==> src/rtl/mem_arbiter.sv <==
// mem_arbiter
// Two-requester, single-port memory arbiter. Requester 0 is the processor
// memory port and requester 1 is a second bus master such as a loader or DMA.
// One transfer is granted per cycle, and bounded-burst fairness caps how many
// consecutive grants one side can take while the other side waits.
// Read data returns to the requester that issued the read, RD_LAT cycles
// after the memory strobe, through a small tag pipeline.

module mem_arbiter #(
    parameter int RD_LAT    = 1,   // memory read latency, legal 1..4
    parameter int MAX_BURST = 4    // max consecutive grants while other waits, legal 1..15
) (
    input  logic        clk_i,
    input  logic        rst_ni,

    input  logic        m0_req_i,
    input  logic [31:0] m0_addr_i,
    input  logic        m0_rstrb_i,
    input  logic [3:0]  m0_wmask_i,
    input  logic [31:0] m0_wdata_i,
    output logic        m0_gnt_o,
    output logic        m0_rvalid_o,
    output logic [31:0] m0_rdata_o,

    input  logic        m1_req_i,
    input  logic [31:0] m1_addr_i,
    input  logic        m1_rstrb_i,
    input  logic [3:0]  m1_wmask_i,
    input  logic [31:0] m1_wdata_i,
    output logic        m1_gnt_o,
    output logic        m1_rvalid_o,
    output logic [31:0] m1_rdata_o,

    output logic [31:0] mem_addr_o,
    output logic        mem_rstrb_o,
    output logic [3:0]  mem_wmask_o,
    output logic [31:0] mem_wdata_o,
    input  logic [31:0] mem_rdata_i
);

    localparam logic [3:0] MAX_BURST_C = 4'(MAX_BURST);
    localparam logic [3:0] RUN_SAT_C   = 4'd15;
    localparam logic       ID_M0_C     = 1'b0;

    // Arbitration state
    logic       owner_r;          // last granted requester
    logic [3:0] run_cnt_r;        // consecutive grants to owner_r, 0 after an idle cycle
    logic       gnt_seen_r;       // a grant has been issued since reset

    logic       owner_next_s;
    logic [3:0] run_cnt_next_s;
    logic       gnt_seen_next_s;

    logic       gnt0_s;
    logic       gnt1_s;
    logic       gnt_any_s;
    logic       gnt_id_s;
    logic       rd_push_s;

    // Read-tag pipeline: bit i is stage i, stage RD_LAT-1 is the output stage
    logic [RD_LAT-1:0] tag_vld_r;
    logic [RD_LAT-1:0] tag_id_r;

    // Grant decision: zero-latency, from requests and registered state.
    // owner_r resets to 1, but the first tie after reset must still go to
    // requester 0, so ties before any grant are forced to requester 0.
    always_comb begin
        gnt0_s = 1'b0;
        gnt1_s = 1'b0;
        if (!rst_ni) begin
            gnt0_s = 1'b0;
            gnt1_s = 1'b0;
        end else if (m0_req_i && m1_req_i) begin
            if (!gnt_seen_r) begin
                gnt0_s = 1'b1;
                gnt1_s = 1'b0;
            end else if (run_cnt_r < MAX_BURST_C) begin
                gnt0_s = ~owner_r;
                gnt1_s = owner_r;
            end else begin
                gnt0_s = owner_r;
                gnt1_s = ~owner_r;
            end
        end else begin
            gnt0_s = m0_req_i;
            gnt1_s = m1_req_i;
        end
    end

    assign gnt_any_s = gnt0_s | gnt1_s;
    assign gnt_id_s  = gnt1_s;
    assign m0_gnt_o  = gnt0_s;
    assign m1_gnt_o  = gnt1_s;

    // Memory port mux: mirror the granted payload, drive zeros when idle
    always_comb begin
        mem_addr_o  = 32'h0000_0000;
        mem_rstrb_o = 1'b0;
        mem_wmask_o = 4'b0000;
        mem_wdata_o = 32'h0000_0000;
        case ({gnt1_s, gnt0_s})
            2'b01: begin
                mem_addr_o  = m0_addr_i;
                mem_rstrb_o = m0_rstrb_i;
                mem_wmask_o = m0_wmask_i;
                mem_wdata_o = m0_wdata_i;
            end
            2'b10: begin
                mem_addr_o  = m1_addr_i;
                mem_rstrb_o = m1_rstrb_i;
                mem_wmask_o = m1_wmask_i;
                mem_wdata_o = m1_wdata_i;
            end
            default: begin
                mem_addr_o  = 32'h0000_0000;
                mem_rstrb_o = 1'b0;
                mem_wmask_o = 4'b0000;
                mem_wdata_o = 32'h0000_0000;
            end
        endcase
    end

    assign rd_push_s = gnt_any_s & mem_rstrb_o;

    // Next ownership/burst state. A nonzero run count means the previous
    // cycle carried a grant, so only then does a repeat grant extend the burst.
    always_comb begin
        owner_next_s    = owner_r;
        run_cnt_next_s  = run_cnt_r;
        gnt_seen_next_s = gnt_seen_r;
        if (gnt_any_s) begin
            gnt_seen_next_s = 1'b1;
            if ((gnt_id_s == owner_r) && (run_cnt_r != 4'd0)) begin
                owner_next_s = owner_r;
                if (run_cnt_r != RUN_SAT_C) begin
                    run_cnt_next_s = run_cnt_r + 4'd1;
                end else begin
                    run_cnt_next_s = run_cnt_r;
                end
            end else begin
                owner_next_s   = gnt_id_s;
                run_cnt_next_s = 4'd1;
            end
        end else begin
            run_cnt_next_s = 4'd0;
        end
    end

    // Arbitration state registers with synchronous active-low reset
    always_ff @(posedge clk_i) begin
        if (!rst_ni) begin
            owner_r    <= 1'b1;
            run_cnt_r  <= 4'd0;
            gnt_seen_r <= 1'b0;
        end else begin
            owner_r    <= owner_next_s;
            run_cnt_r  <= run_cnt_next_s;
            gnt_seen_r <= gnt_seen_next_s;
        end
    end

    // Read-tag shift pipeline; reset discards every in-flight read
    always_ff @(posedge clk_i) begin
        if (!rst_ni) begin
            tag_vld_r <= '0;
            tag_id_r  <= '0;
        end else begin
            tag_vld_r[0] <= rd_push_s;
            tag_id_r[0]  <= gnt_id_s;
            for (int i = 1; i < RD_LAT; i++) begin
                tag_vld_r[i] <= tag_vld_r[i-1];
                tag_id_r[i]  <= tag_id_r[i-1];
            end
        end
    end

    assign m0_rvalid_o = rst_ni & tag_vld_r[RD_LAT-1] & (tag_id_r[RD_LAT-1] == ID_M0_C);
    assign m1_rvalid_o = rst_ni & tag_vld_r[RD_LAT-1] & (tag_id_r[RD_LAT-1] != ID_M0_C);
    assign m0_rdata_o  = mem_rdata_i;
    assign m1_rdata_o  = mem_rdata_i;

    mem_arbiter_chk u_chk (
        .clk_i       (clk_i),
        .rst_ni      (rst_ni),
        .gnt0        (gnt0_s),
        .gnt1        (gnt1_s),
        .rvalid0     (m0_rvalid_o),
        .rvalid1     (m1_rvalid_o),
        .mem_rstrb   (mem_rstrb_o),
        .mem_wmask   (mem_wmask_o)
    );

endmodule

// mem_arbiter_chk
// Structural invariants of the arbiter outputs.
module mem_arbiter_chk (
    input logic       clk_i,
    input logic       rst_ni,
    input logic       gnt0,
    input logic       gnt1,
    input logic       rvalid0,
    input logic       rvalid1,
    input logic       mem_rstrb,
    input logic [3:0] mem_wmask
);

    // Never two grants in one cycle
    a_one_gnt: assert property (@(posedge clk_i) !(gnt0 && gnt1));

    // Never two read returns in one cycle
    a_one_rvalid: assert property (@(posedge clk_i) !(rvalid0 && rvalid1));

    // Reset cycles are quiet on grants, memory strobes and returns
    a_rst_quiet: assert property (@(posedge clk_i)
        !rst_ni |-> !(gnt0 || gnt1 || rvalid0 || rvalid1 || mem_rstrb || (mem_wmask != 4'b0000)));

endmodule
==> config.mk <==
export PLATFORM = sky130hd
export DESIGN_NAME = mem_arbiter
export DESIGN_NICKNAME = d
export VERILOG_FILES = /design/src/rtl/mem_arbiter.sv
export SDC_FILE = /design/constraint.sdc
export NUM_CORES = 1
export LEC_CHECK = 0
export CORE_AREA = 2 2 121 123
export DETAILED_ROUTE_END_ITERATION = 8
export DIE_AREA = 0 0 123 125
export PLACE_DENSITY = 0.55
export SLEW_MARGIN = 15
export SYNTH_ARGS = -nofsm -noshare
export SYNTH_HDL_FRONTEND = slang
export SYNTH_SLANG_ARGS = --single-unit
==> constraint.sdc <==
create_clock -name clk_i -period 3.4 [get_ports clk_i]
set_clock_uncertainty 0.05 [all_clocks]
set_input_delay 0.68 -clock clk_i [delete_from_list [all_inputs] [get_ports clk_i]]
set_output_delay 0.68 -clock clk_i [all_outputs]
set_load 0.005 [all_outputs]
== Yosys cells after proc, flatten, opt, wreduce, memory -nomap -nowiden ==
Index checks and enable logic that the tools add are counted.

* Register bits: 8
* Bits of input ports: 174
* Word-level logic and storage cells: 41

* $add $sub $neg: 1
* $lt $le $gt $ge: 1
* Equality and inequality tests: 5
* Muxes and demuxes: 14
* Bitwise logic cells: 8
* Reductions and logical operators: 6

{| class="wikitable"
|+ Operator list
! kind !! count
|-
| case mux 32 bit (2 select lines) || 2
|-
| 2-to-1 mux 1 bit || 10
|-
| case mux 4 bit (2 select lines) || 1
|-
| adder 4 x 1 -> 4 bit (second input constant) || 1
|-
| AND 1 bit || 4
|-
| less-than comparator 4 x 3 -> 1 bit (second input constant) || 1
|-
| != test 4 bit (second input constant) || 1
|-
| AND reduction 2 bit || 2
|-
| nonzero test 4 bit || 1
|-
| NOT 1 bit || 3
|-
| AND reduction 3 bit || 1
|-
| == test 2 x 1 -> 1 bit (second input constant) || 1
|-
| == test 2 bit (second input constant) || 1
|-
| logical AND 1 bit || 2
|-
| != test 2 x 1 -> 1 bit (second input constant) || 1
|-
| case mux 1 bit (2 select lines) || 1
|-
| == test 1 bit || 1
|-
| OR 1 bit || 1
|}

== Logic depth before layout (Yosys ltp) ==
Gate-level depths: netlist (run 1).

* Depth in word-level cells: 9
* Mapped depth: 11

== Worst setup path before layout (run 1) ==
No wires, ideal clock.

* Path type: register to output
* Start: reg run_cnt_r[2]
* End: out mem_wdata_o[24]
* Arrival time: 2.046 ns
* Data required time: 2.670 ns
* Slack: 0.624 ns
* Stages on the path, launching flop included: 12
* Buffers on the path: 4
* Path through: dfxtp_1 > buf_6 > o21a_1 > o31ai_1 > nand3_1 > inv_1 > ha_1 > clkbuf_1 > buf_2 > buf_2 > a22oi_1 > nor2b_1

* Longest elaborated chain between the ends: 7

{| class="wikitable"
|+ RTL lines
! item !! line !! text
|-
| start: declaration || 47 || <nowiki>logic [3:0] run_cnt_r;</nowiki>
|-
| start signal: assignment || 157 || <nowiki>run_cnt_r <= run_cnt_next_s;</nowiki>
|-
| less-than comparator 4 x 3 -> 1 bit (*) || 77 || <nowiki>end else if (run_cnt_r < MAX_BURST_C) begin</nowiki>
|-
| 2-to-1 mux 1 bit (*) || 77 ||
|-
| 2-to-1 mux 1 bit (*) || 74 || <nowiki>if (!gnt_seen_r) begin</nowiki>
|-
| 2-to-1 mux 1 bit (*) || 73 || <nowiki>end else if (m0_req_i && m1_req_i) begin</nowiki>
|-
| 2-to-1 mux 1 bit (*) || 70 || <nowiki>if (!rst_ni) begin</nowiki>
|-
| named net m1_gnt_o || 30 || <nowiki>output logic m1_gnt_o,</nowiki>
|-
| == test 2 bit or == test 2 x 1 -> 1 bit (tied branches) || 101 || <nowiki>case ({gnt1_s, gnt0_s})</nowiki>
|-
| case mux 32 bit (2 select lines) (*) || 101 ||
|-
| end: declaration || 37 || <nowiki>output logic [31:0] mem_wdata_o,</nowiki>
|}

The timed path passes the listed nets; every way through them passes the cells marked *.

== Worst setup path after layout (run 1) ==
* Start: reg run_cnt_r[3]
* End: out mem_addr_o[10]

* Longest elaborated chain between the ends: 7

{| class="wikitable"
|+ RTL lines
! item !! line !! text
|-
| less-than comparator 4 x 3 -> 1 bit (*) || 77 ||
|-
| 2-to-1 mux 1 bit || 77 ||
|-
| 2-to-1 mux 1 bit || 74 ||
|-
| 2-to-1 mux 1 bit || 73 ||
|-
| 2-to-1 mux 1 bit || 70 ||
|-
| == test 2 bit or == test 2 x 1 -> 1 bit (tied branches) || 101 ||
|-
| case mux 32 bit (2 select lines) (*) || 101 ||
|-
| end: declaration || 34 || <nowiki>output logic [31:0] mem_addr_o,</nowiki>
|}

Every way passes the cells marked *; elsewhere a longest branch is shown, timed or not.

==> results of run 1 <==
-- worst max-delay path by stage --
stage | slack [ps] | to | cells past startpoint
after floorplan | 620 | mem_wdata_o[24] | 11
after global placement | -200 | mem_wdata_o[29] | 9
after detailed placement | -220 | mem_wdata_o[25] | 9
after CTS | 10 | mem_addr_o[27] | 7
after global routing | -40 | mem_addr_o[7] | 10
final | 80 | mem_addr_o[10] | 10
-- cells in the final DEF, fill, tap and decap left out, drive strengths merged, types with 3 or more instances in the layout --
master and count:
a21oi 5, a22oi 69, buf 21, clkbuf 4, clkdlybuf4s50 203, dfxtp 8, dlygate4sd2 10, ha 5
inv 7, nand2 5, nor2 5, nor2b 70, nor3 3
-- critical path, delay by kind of cell (launching register included) --
family                     cells  cell delay, ps
AOI/OAI and AO/OA              3             640
adders and majority gates      1             200
buffers and inverters          4             910
DFF                            1             370
and+or+nand+nor                2             240
-- power groups by stage --
| stage | Clock, mW | Sequential (mW) | Combinational, mW |
|---|---|---|---|
| after floorplan | 0 | 0.103 | 0.203 |
| after global placement | 0 | 0.104 | 0.431 |
| after detailed placement | 0 | 0.105 | 0.433 |
| after CTS | 0.208 | 0.104 | 0.473 |
| after global routing | 0.209 | 0.105 | 0.504 |
| final | 0.203 | 0.104 | 0.474 |
-- cell families (layout without fill, tap and decap cells) --
family | count (synthesis) | after routing
buf+inv | 96 | 245
simple gates | 92 | 92
compound gates | 87 | 87
flops | 8 | 8
fa+ha+maj | 5 | 5
-- timing repair --
| item | 4_1_cts | 5_1_grt |
|---|---|---|
| endpoints found under the setup margin | 69 | 59 |
| pin swaps | 4 | 2 |
| gates resized for setup | 25 | 7 |
| gates cloned | 4 | 0 |
| buffers inserted | 5 | 0 |
-- registers in the layout, indices dropped and copies added, names as in the netlist --
| register | cells |
|---|---|
| run_cnt_r | 4 |
| gnt_seen_r | 1 |
| owner_r | 1 |
| tag_id_r | 1 |
| tag_vld_r | 1 |
-- synth_stat cells, drive strengths merged --
| library cell | number | area share, % |
|---|---|---|
| and4 | 1 | 0.49 |
| inv | 7 | 1.3 |
| dfxtp | 8 | 7.8 |
| a22oi | 69 | 25 |
| a211oi | 1 | 0.37 |
| o21a | 1 | 0.37 |
| a31o | 1 | 0.43 |
| o22ai | 2 | 0.92 |
| o31ai | 1 | 0.37 |
| a21boi | 1 | 0.37 |
| o21ai | 1 | 0.24 |
| and2 | 1 | 0.31 |
| nor3b | 1 | 0.37 |
| nor2 | 5 | 0.92 |
| nand3 | 2 | 0.49 |
| a21oi | 5 | 1.2 |
| nand2 | 5 | 0.92 |
| nor3 | 3 | 0.73 |
| o41a | 1 | 0.55 |
| and2b | 2 | 0.79 |
| ha | 5 | 3.1 |
| clkbuf | 17 | 3.1 |
| nor2b | 70 | 21 |
| and3 | 1 | 0.31 |
| buf | 72 | 26 |
| o211ai | 2 | 0.73 |
| or2b | 1 | 0.43 |
| a41o | 1 | 0.49 |
| a31oi | 1 | 0.31 |
-- routing by layer --
| metal | vias to the layer above | GRT usage [%] |
|---|---|---|
| met2 | 150 | 25.5 |
| met1 | 1169 | 14.1 |
| li1 | 1249 | - |
| met5 | - | 0 |
| met4 | 0 | 2.61 |
| met3 | 13 | 3.01 |
-- stage by stage --
stage | power, mW | TNS, ps
after floorplan | 0.306 | 0
after global placement | 0.536 | -7820
after detailed placement | 0.538 | -9770
after CTS | 0.785 | 0
after global routing | 0.818 | -606
final | 0.781 | 0
-- layout make-up --
type	instances	area share, %
tap	184	5.32
inverter	7	0.607
clock buffer	3	1.74
timing repair buffer	235	57.5
sequential	8	3.76
multi-input combinational	184	31.1
==> run_results.csv, run 1 <==
group,metric,value,unit
run_status,status,"finished, final reports clean",
grt,antenna_found_initial,0,
detailed_routing,wl_met1,3940,um
synthesis,postSynthRegisterBits,8,
clock_tree,cts_max_path_buffers,2,
detailed_routing,drtAntennaViolNets,0,
setup_path,crit_slowest_cell,"clkdlybuf4s50_1",
power,p_switching,216,uW
clock_tree,cts_tree,"done",
grt,grtUsageTotal,13.1,%
final_layout,diodes,0,
hold_path,hold_class,"reg2reg",
placed_design,placed_area,4000,um^2
job,drv_cap,0,
clock_tree,cts_buffers,3,
placed_design,finalWeightedCongestion,0.886,
sta,slew_viol_final,0,
clock_tree,clock_sinks,8,
die,initial_core_util,14.4,%
final_layout,fill_cells,1568,
synthesis,synth_area,2050,um^2
setup_path,cpPeakStageDelay,440,ps
grt,grt_start_max_net_pins,40,
placed_design,detailed_place_hpwl,8420,um
die,fp.dieArea,15400,um^2
grt,grt_pass1_wl,15500,um
detailed_routing,wl,10900,um
setup_path,path_cells,"o21a_1 -> o31ai_2 -> nand3_2 -> buf_4 -> ha_4 -> buf_12 -> buf_16 -> a22oi_1 -> nor2b_1 -> clkdlybuf4s50_1",
die,ios,311,
sta,maxClockFrequency,301,MHz
synthesis,synthCells,288,
final_layout,final_util,30.5,%
synthesis,synth_fa_ha_area_share,3.05,%
synthesis,synth_xor_area_share,0,%
detailed_routing,vias,2581,
placed_design,place_inst,609,
sta,fin_crit,3320,ps
sta,fin_ws,75.5,ps
synthesis,syn-num-nets,467,
sta,hold_violations,0,
detailed_routing,route.met2.wl,6040,um
detailed_routing,top_layer_used,"met4",
sta,tightest_slew,285,ps
synthesis,ys_types,33,
hold_path,whs_path_depth,2,
detailed_routing,viasPerCell,4.16,
synthesis,synth_seq_area_share,7.81,%
sta,setup-violations-final,0,
detailed_routing,drt_first_pass_iters,6,
setup_path,critical_path_peak_fanout,19,
placed_design,place_ws,-222,ps
power,ir_worst_vdd,0.000137,V
power,switching_share,27.7,%
synthesis,synthMuxAreaShare,0,%
setup_path,arrival,2590,ps
detailed_routing,drt_iter0_drc,63,
power,p_int,564,uW
die,coreArea,14200,um^2
setup_path,rr_endpoint,"tag_vld_r",
final_layout,nets,618,
final_layout,syn_to_final_growth,111,%
sta,layout_worst_path_cycle_share,97.8,%
synthesis,synth_top_family_by_area,"compound AO/OA/AOI/OAI gates",
hold_path,holdCritStartpoint,"owner_r",
power,clkPwrFrac,26.0,%
power,p_leak,1.46,nW
setup_path,worst-setup-path-type,"reg2out",
final_layout,multi_input_area,1340,um^2
clock_tree,ctsHoldBuffers,0,
final_layout,fin_cells,621,
detailed_routing,wl_met3,764,um
die,num_rows,44,
sta,holdWs,494,ps
synthesis,yosys.area_share.simple,27.1,%
grt,grt-ovfl-total,0,
setup_path,reg2regPathDepth,9,
die,die_w,123,um
placed_design,io_buffers,214,
clock_tree,htreeDepth,1,
power,combPwrFrac,60.7,%
setup_path,reg2reg_setup_slack,1320,ps
final_layout,seqCellArea,163,um^2
setup_path,crit_required,2670,ps
final_layout,final_area,4330,um^2
grt,grt_pass1_vias,2639,
clock_tree,clock-root-buffer,"clkbuf_16",
synthesis,avgSynthCellArea,7.12,um^2
clock_tree,path_clk_slew,40,ps
hold_path,hold_end,"owner_r",
setup_path,crit_path_start_kind,"flip-flop",
setup_path,reg2reg_from,"run_cnt_r[3]",
clock_tree,worstSkewPairLatency,240,ps
synthesis,synth_compound_area_share,31.6,%
detailed_routing,route.detailed.drc,0,
setup_path,endpoint_kind,"output port",
sta,slew_headroom,80.9,%
synthesis,ys.warnings.count,0,
die,die_height,125,um
setup_path,critPathLaunch,"run_cnt_r[3]",
power,power_density,180,nW/um^2
detailed_routing,wl_per_cell,17.5,um
final_layout,drive_gt1_share,10.3,%
power,seq_power_share,13.3,%
Note: power is estimated with default switching activity, not from simulation.
==> run 2: changes to the inputs <==
Settings changed: CTS_CLUSTER_DIAMETER set to 120.
==> results of run 2 <==
Final layout, timing and power as in run 1 (identical DEF).
